$ cat src/rtl/serial_sub_ctrl.sv
// Bit-serial subtractor controller: one full-subtract cell reused over W cycles, LSB first.
// Optional signed-overflow flag output when SERIAL_SUB_OVF_EN is defined.
module serial_sub_ctrl #(
  parameter int W = 8
) (
  input  logic         clk,
  input  logic         rst_n,
  input  logic         start,
  input  logic [W-1:0] a_in,
  input  logic [W-1:0] b_in,
  input  logic         bin,
  output logic         busy,
  output logic         done,
  output logic [W-1:0] diff_out,
  output logic         borrow_out
`ifdef SERIAL_SUB_OVF_EN
  ,
  output logic         ovf
`endif
);

  localparam int CW = (W > 1) ? $clog2(W) : 1;

  typedef enum logic [1:0] {IDLE, RUN, DONE} state_t;

  state_t        state, state_nxt;
  logic [W-1:0]  a_sh, b_sh, d_sh;
  logic          brw;
  logic [CW-1:0] cnt;
  logic          cell_d, cell_b;
  logic          last;

  // The shared 1-bit cell: returns {borrow, diff} for a - b - cin.
  function automatic logic [1:0] full_sub(input logic a, input logic b, input logic cin);
    logic d, bo;
    d  = a ^ b ^ cin;
    bo = (~a & b) | (~(a ^ b) & cin);
    return {bo, d};
  endfunction

  assign {cell_b, cell_d} = full_sub(a_sh[0], b_sh[0], brw);
  assign last = (cnt == CW'(W - 1));

  always_ff @(posedge clk or negedge rst_n) begin
    if (!rst_n) state <= IDLE;
    else        state <= state_nxt;
  end

  always_comb begin
    state_nxt = state;
    busy      = 1'b0;
    done      = 1'b0;
    case (state)
      IDLE: if (start) state_nxt = RUN;
      RUN: begin
        busy = 1'b1;
        if (last) state_nxt = DONE;
      end
      DONE: begin
        done      = 1'b1;
        state_nxt = IDLE;
      end
      default: state_nxt = IDLE;
    endcase
  end

  always_ff @(posedge clk or negedge rst_n) begin
    if (!rst_n) begin
      a_sh       <= '0;
      b_sh       <= '0;
      d_sh       <= '0;
      brw        <= 1'b0;
      cnt        <= '0;
      diff_out   <= '0;
      borrow_out <= 1'b0;
`ifdef SERIAL_SUB_OVF_EN
      ovf        <= 1'b0;
`endif
    end else if (state == IDLE) begin
      if (start) begin
        a_sh <= a_in;
        b_sh <= b_in;
        brw  <= bin;
        cnt  <= '0;
      end
    end else if (state == RUN) begin
      a_sh <= a_sh >> 1;
      b_sh <= b_sh >> 1;
      d_sh <= {cell_d, d_sh[W-1:1]};
      brw  <= cell_b;
      // Wrap explicitly so cnt stays within 0..W-1 for non-power-of-two W.
      cnt  <= last ? '0 : cnt + CW'(1);
      if (last) begin
        diff_out   <= {cell_d, d_sh[W-1:1]};
        borrow_out <= cell_b;
`ifdef SERIAL_SUB_OVF_EN
        // brw here is the borrow into the MSB; cell_b is the borrow out of it.
        ovf        <= brw ^ cell_b;
`endif
      end
    end
  end

endmodule

$ cat config.mk
export PLATFORM = sky130hd
export DESIGN_NAME = serial_sub_ctrl
export DESIGN_NICKNAME = d
export VERILOG_FILES = /design/src/rtl/serial_sub_ctrl.sv
export SDC_FILE = /design/constraint.sdc
export NUM_CORES = 1
export LEC_CHECK = 0
export ABC_AREA = 1
export CORE_MARGIN = 2
export CORE_UTILIZATION = 52
export CTS_CLUSTER_SIZE = 14
export DETAILED_ROUTE_END_ITERATION = 8
export PLACE_DENSITY = 0.84
export SLEW_MARGIN = 20
export SYNTH_ARGS = -nofsm -noshare
export SYNTH_HDL_FRONTEND = slang
export SYNTH_SLANG_ARGS = --single-unit
$ cat constraint.sdc
create_clock -name clk -period 1.7 [get_ports clk]
set_clock_uncertainty 0.05 [all_clocks]
set_input_delay 0.34 -clock clk [delete_from_list [all_inputs] [get_ports clk]]
set_output_delay 0.34 -clock clk [all_outputs]
set_load 0.01 [all_outputs]
# Yosys cells after proc, flatten, opt, wreduce, memory -nomap -nowiden

Cells that the tools add are included.

Logic and storage cells: 46
Output and inout port bits: 11
Input port bits: 20
Register bits after elaboration: 39

Bitwise operators: 8
Reduce and logical (&&, ||, !) cells: 6
Eq/ne operators: 5
Mux-type cells: 18
Add/subtract/negate cells: 1

Operators by type and width:

| kind                                                                   | count |
|---|---|
| 8-bit two-way mux                                                      | 6 |
| 3-bit two-way mux                                                      | 4 |
| 2-bit AND reduction                                                    | 3 |
| 1-bit two-way mux                                                      | 5 |
| 2-bit two-way mux                                                      | 2 |
| 2-bit inequality test (second input constant)                          | 2 |
| 2-bit case mux with 2 select lines                                     | 1 |
| 3-bit by 1-bit adder with 3-bit output (second input constant)         | 1 |
| 3-bit equality test (second input constant)                            | 1 |
| 1-bit inverter                                                         | 3 |
| 3-bit AND reduction                                                    | 1 |
| 1-bit bitwise AND                                                      | 2 |
| 2-bit by 1-bit equality test with 1-bit output (second input constant) | 1 |
| 2-bit equality test (second input constant)                            | 1 |
| 2-bit logical NOT                                                      | 1 |
| 2-bit nonzero test                                                     | 1 |
| 1-bit XOR                                                              | 2 |
| 1-bit OR                                                               | 1 |

# Longest topological paths before layout

Depth after elaboration: 6
Depth in mapped cells: 7
Gate-level depth less buffers: 7

# Worst setup path before layout

OpenSTA, ideal clock, no wires.

Path type: reg-to-reg
Start: register cnt[0]
End: register diff_out[1]
Library setup time: 0.074 ns
Data arrival time: 1.144 ns
Stages on the path, launching flop included: 7
Path slack: 0.433 ns
Buffers on the path: 1
Data required time: 1.576 ns
Period minus slack after synthesis: 1.267 ns
Path through: dfrtp_1 ha_1 ha_1 nand2_4 buf_6 nand2_1 o21ai_2

Cells in the longest elaborated chain, start to end: 2

Ends and longest elaborated chain:

| what                                 | line | RTL |
|---|---|---|
| start, declared                      | 29   | `logic [CW-1:0] cnt;` |
| start signal, assigned               | 92   | `cnt <= last ? '0 : cnt + CW'(1);` |
| 3-bit equality test                  | 42   | `assign last = (cnt == CW'(W - 1));` |
| 3-bit AND reduction (no source line) | --   |  |
| end signal, assigned                 | 94   | `diff_out <= {cell_d, d_sh[W-1:1]};` |
| end, declared                        | 14   | `output logic [W-1:0] diff_out,` |

Every way passes these cells.
A chain may end at the register's enable or synchronous reset.

# Worst setup path after layout

Start: register state[0]
End: output port busy

Cells in the longest elaborated chain, start to end: 2

Ends and longest elaborated chain:

| what                                           | line | RTL |
|---|---|---|
| start, declared                                | 26   | `state_t state, state_nxt;` |
| start signal, assigned                         | 46   | `else state <= state_nxt;` |
| 2-bit by 1-bit equality test with 1-bit output | 53   | `case (state)` |
| 1-bit two-way mux                              | 53   |  |
| end, declared                                  | 12   | `output logic busy,` |

Every way passes these cells.

==> results_dict.tcl <==
set metrics [dict create \
    status "finished clean" \
    grt_max_degree 39 \
    finalCritPeriodShare_pct 97.0 \
    muxShareOfSynthArea_pct 0 \
    rows 21 \
    antenna_cells 0 \
    pwr-share-seq_pct 39.8 \
    cts_tree "done" \
    port_buffers 30 \
    synth_area_leader_cell "dfrtp_1" \
    dpl.hpwl_mm 2.41 \
    avgViaCountPerCell 4.80 \
    overflow 0 \
    fin_cells 295 \
    crit_chain "inv_1, nor2_8, dlygate4sd2_1" \
    switching_share_pct 38.2 \
    fill_cells 278 \
    synthDistinctLibCells 18 \
    cts_max_path_buffers 2 \
    power_frac_clock_pct 16.6 \
    leakage_nw 1.18 \
    startpoint_type "register" \
    power_density_nw_per_um2 1670 \
    seq_area_frac_synth_pct 52.3 \
    final_core_util_pct 67.6 \
    hold_path_class "input port to async pin" \
    netlist_instances 212 \
    path_clk_slew_ns 0.12 \
    synth_top_family_by_area "simple AND/OR/NAND/NOR gates" \
    die_h_um 63.2 \
    area_delta_synth_final_pct 24.1 \
    yosysWarnings 0 \
    coreArea_um2 3340 \
    dp.cells 285 \
    htreeDepth 2 \
    cp_slowest_cell "dfrtp_2" \
    crit_fanout 4 \
    tightest_slew_ns 0.306 \
    multiInputGateArea_um2 719 \
    grt_pass1_wl_mm 5.91 \
    setup_violations 0 \
    yosysTopAreaCellShare_pct 52.3 \
    drive_above_1_share_pct 13.7 \
    switchingPower_mw 1.44 \
    track_usage_pct 19.1 \
    synth_nets 235 \
    firstDrtPassIters 4 \
    ir_worst_vdd_uv 886 \
    maxSlewViolCount 0 \
    internal_power_mw 2.32 \
    crit_buf_inv 2 \
    ys_ff_latch 38 \
    min_period_ns 1.65 \
    grt_setup_unrepaired "false" \
    final_nets 272 \
    die_area_um2 3990 \
    hold_ws_ns 0.315 \
    cts-root-buf "clkbuf_4" \
    comb_power_share_pct 43.6 \
    insertion_delay_ns 0.34 \
    final.setup.tns_ns 0 \
    crit_family "flip-flops" \
    synth.area.top_cells "dfrtp_1, nand2_1, o21ai_0, o21ai_2, buf_6" \
    regArea_um2 953 \
    wl_per_cell_um 11.6 \
    postSynthAreaPerCell_um2 8.58 \
    slowest_delay_ns 0.45 \
    synth_fa_ha_area_share_pct 2.48 \
    hold_viol_final 0 \
    via_count 1416 \
    wl_mm 3.42 \
    dieWidth_um 63.2 \
    cts.sinks 38 \
    relSlewSlack_pct 79.4 \
    timing.fmax_mhz 607 \
    max_cap_violations 0 \
    antenna_found_initial 0 \
    syn_area_um2 1820 \
    initial_core_util_pct 54.5 \
    crit_type "register to primary output" \
    crit_arrival_ns 1.26 \
    cts-buffers-inserted 5 \
    drt-initial-drc-count 72 \
    drc_errors 0 \
    gp_congestion 0.759 \
    end_kind "primary output" \
    synthSimpleGateAreaFrac_pct 26.0 \
    synth_xor_area_share_pct 0 \
    cp_data_required_time_ns 1.31 \
    drtAntennaViolNets 0 \
    synth_compound_area_share_pct 11.1 \
    num_io_pins 31 \
    grt_pass1_vias 1408 \
]
## area by class of cell
class / instances / share of cell area (%)
clock buffers: 6 / 2.27
clock inverters: 1 / 1.33
inverters: 15 / 2.49
multi-input cells: 149 / 31.9
flip-flops and latches: 38 / 42.2
well taps: 46 / 2.55
repair buffers: 40 / 17.2
## power groups by stage
stage | Sequential (mW) | Combinational, mW | Clock [mW]
floorplan | 1.50 | 1.17 | 0
global placement | 1.51 | 1.55 | 0
detailed placement | 1.52 | 1.60 | 0
CTS | 1.49 | 1.66 | 0.628
global route | 1.54 | 1.86 | 0.670
finish | 1.50 | 1.64 | 0.624
## placed cells by master (no fill, tap or decap)
cell	Yosys	layout
o21ai_1	5	5
nand2_2	1	1
dfrtp_1	38	36
nand2_4	1	1
nor2_8	2	2
nand3_1	2	2
bufinv_16	0	1
dlymetal6s2s_1	0	1
clkbuf_8	0	1
ha_1	2	2
clkdlybuf4s15_1	0	1
o21ai_0	18	18
clkdlybuf4s50_1	0	27
o21ai_4	1	1
nor2_1	1	1
buf_12	0	1
o21ai_2	8	8
inv_2	2	2
buf_4	2	9
dlygate4sd2_1	0	1
nand2_1	107	107
dfrtp_2	0	2
clkbuf_4	0	5
inv_1	13	13
fa_1	1	1
## worst paths after layout
kind                       endpoint  slack (ns)  cells after the start      from
max                            busy        0.05                      3  state[0]
min                         a_sh[7]        0.32                      2     rst_n
max reg2reg                 a_sh[1]        0.22                      6  state[0]
min reg2reg                 a_sh[4]        0.43                      2   a_sh[4]
max in group asynchronous       brw        1.09                      2     rst_n
min in group clk            a_sh[4]        0.43                      2   a_sh[4]
## layer usage
layer / up-vias / global-route usage, % / wire length (um)
met5: - / 0 / 0
met4: 0 / 8.33 / 67
met3: 6 / 3.93 / 109
met2: 22 / 32.2 / 1720
met1: 659 / 23.6 / 1520
li1: 729 / - / -
## worst register-to-register path: cells and delay by family (launching register included)
family	cells	cell delay (ns)
buffers and inverters	3	0.57
flip-flops	1	0.45
AO/OA/AOI/OAI	1	0.18
AND/OR/NAND/NOR	2	0.15
## kinds of logic (layout without fill, tap and decap cells)
logic type / count (synthesis) / in the layout
simple gates: 114 / 114
flops: 38 / 38
compound gates: 32 / 32
buf+inv: 25 / 62
fa+ha+maj: 3 / 3
## stage by stage
step / total power [mW] / setup slack, ns / area, um^2
floorplan: 2.67 / 0.433 / 1820
global placement: 3.06 / 0.0581 / 2150
detailed placement: 3.13 / 0.0200 / 2150
CTS: 3.78 / 0.0192 / 2250
global route: 4.07 / 0.00171 / 2260
finish: 3.76 / 0.0516 / 2260
## synthesized netlist by cell type
| master | number |
|---|---|
| nand2_4 | 1 |
| nand2_2 | 1 |
| buf_6 | 6 |
| ha_1 | 2 |
| nand3_1 | 2 |
| nor2_8 | 2 |
| inv_2 | 2 |
| buf_2 | 2 |
| nand2_1 | 107 |
| buf_4 | 2 |
| o21ai_1 | 5 |
| fa_1 | 1 |
| o21ai_4 | 1 |
| o21ai_2 | 8 |
| dfrtp_1 | 38 |
| inv_1 | 13 |
| o21ai_0 | 18 |
| nor2_1 | 1 |
## flip-flops by register name (all words and copies together), names as in the netlist
name,flops
borrow_out,1
b_sh,8
d_sh,7
cnt,3
brw,1
diff_out,8
a_sh,8
state,2
## what timing repair did
action                     CTS  global route
gates resized for setup      4             2
buffers inserted             3             0
setup endpoints to repair    2             2
hold buffers                 0             0
Note: power is estimated with default switching activity, not from simulation.
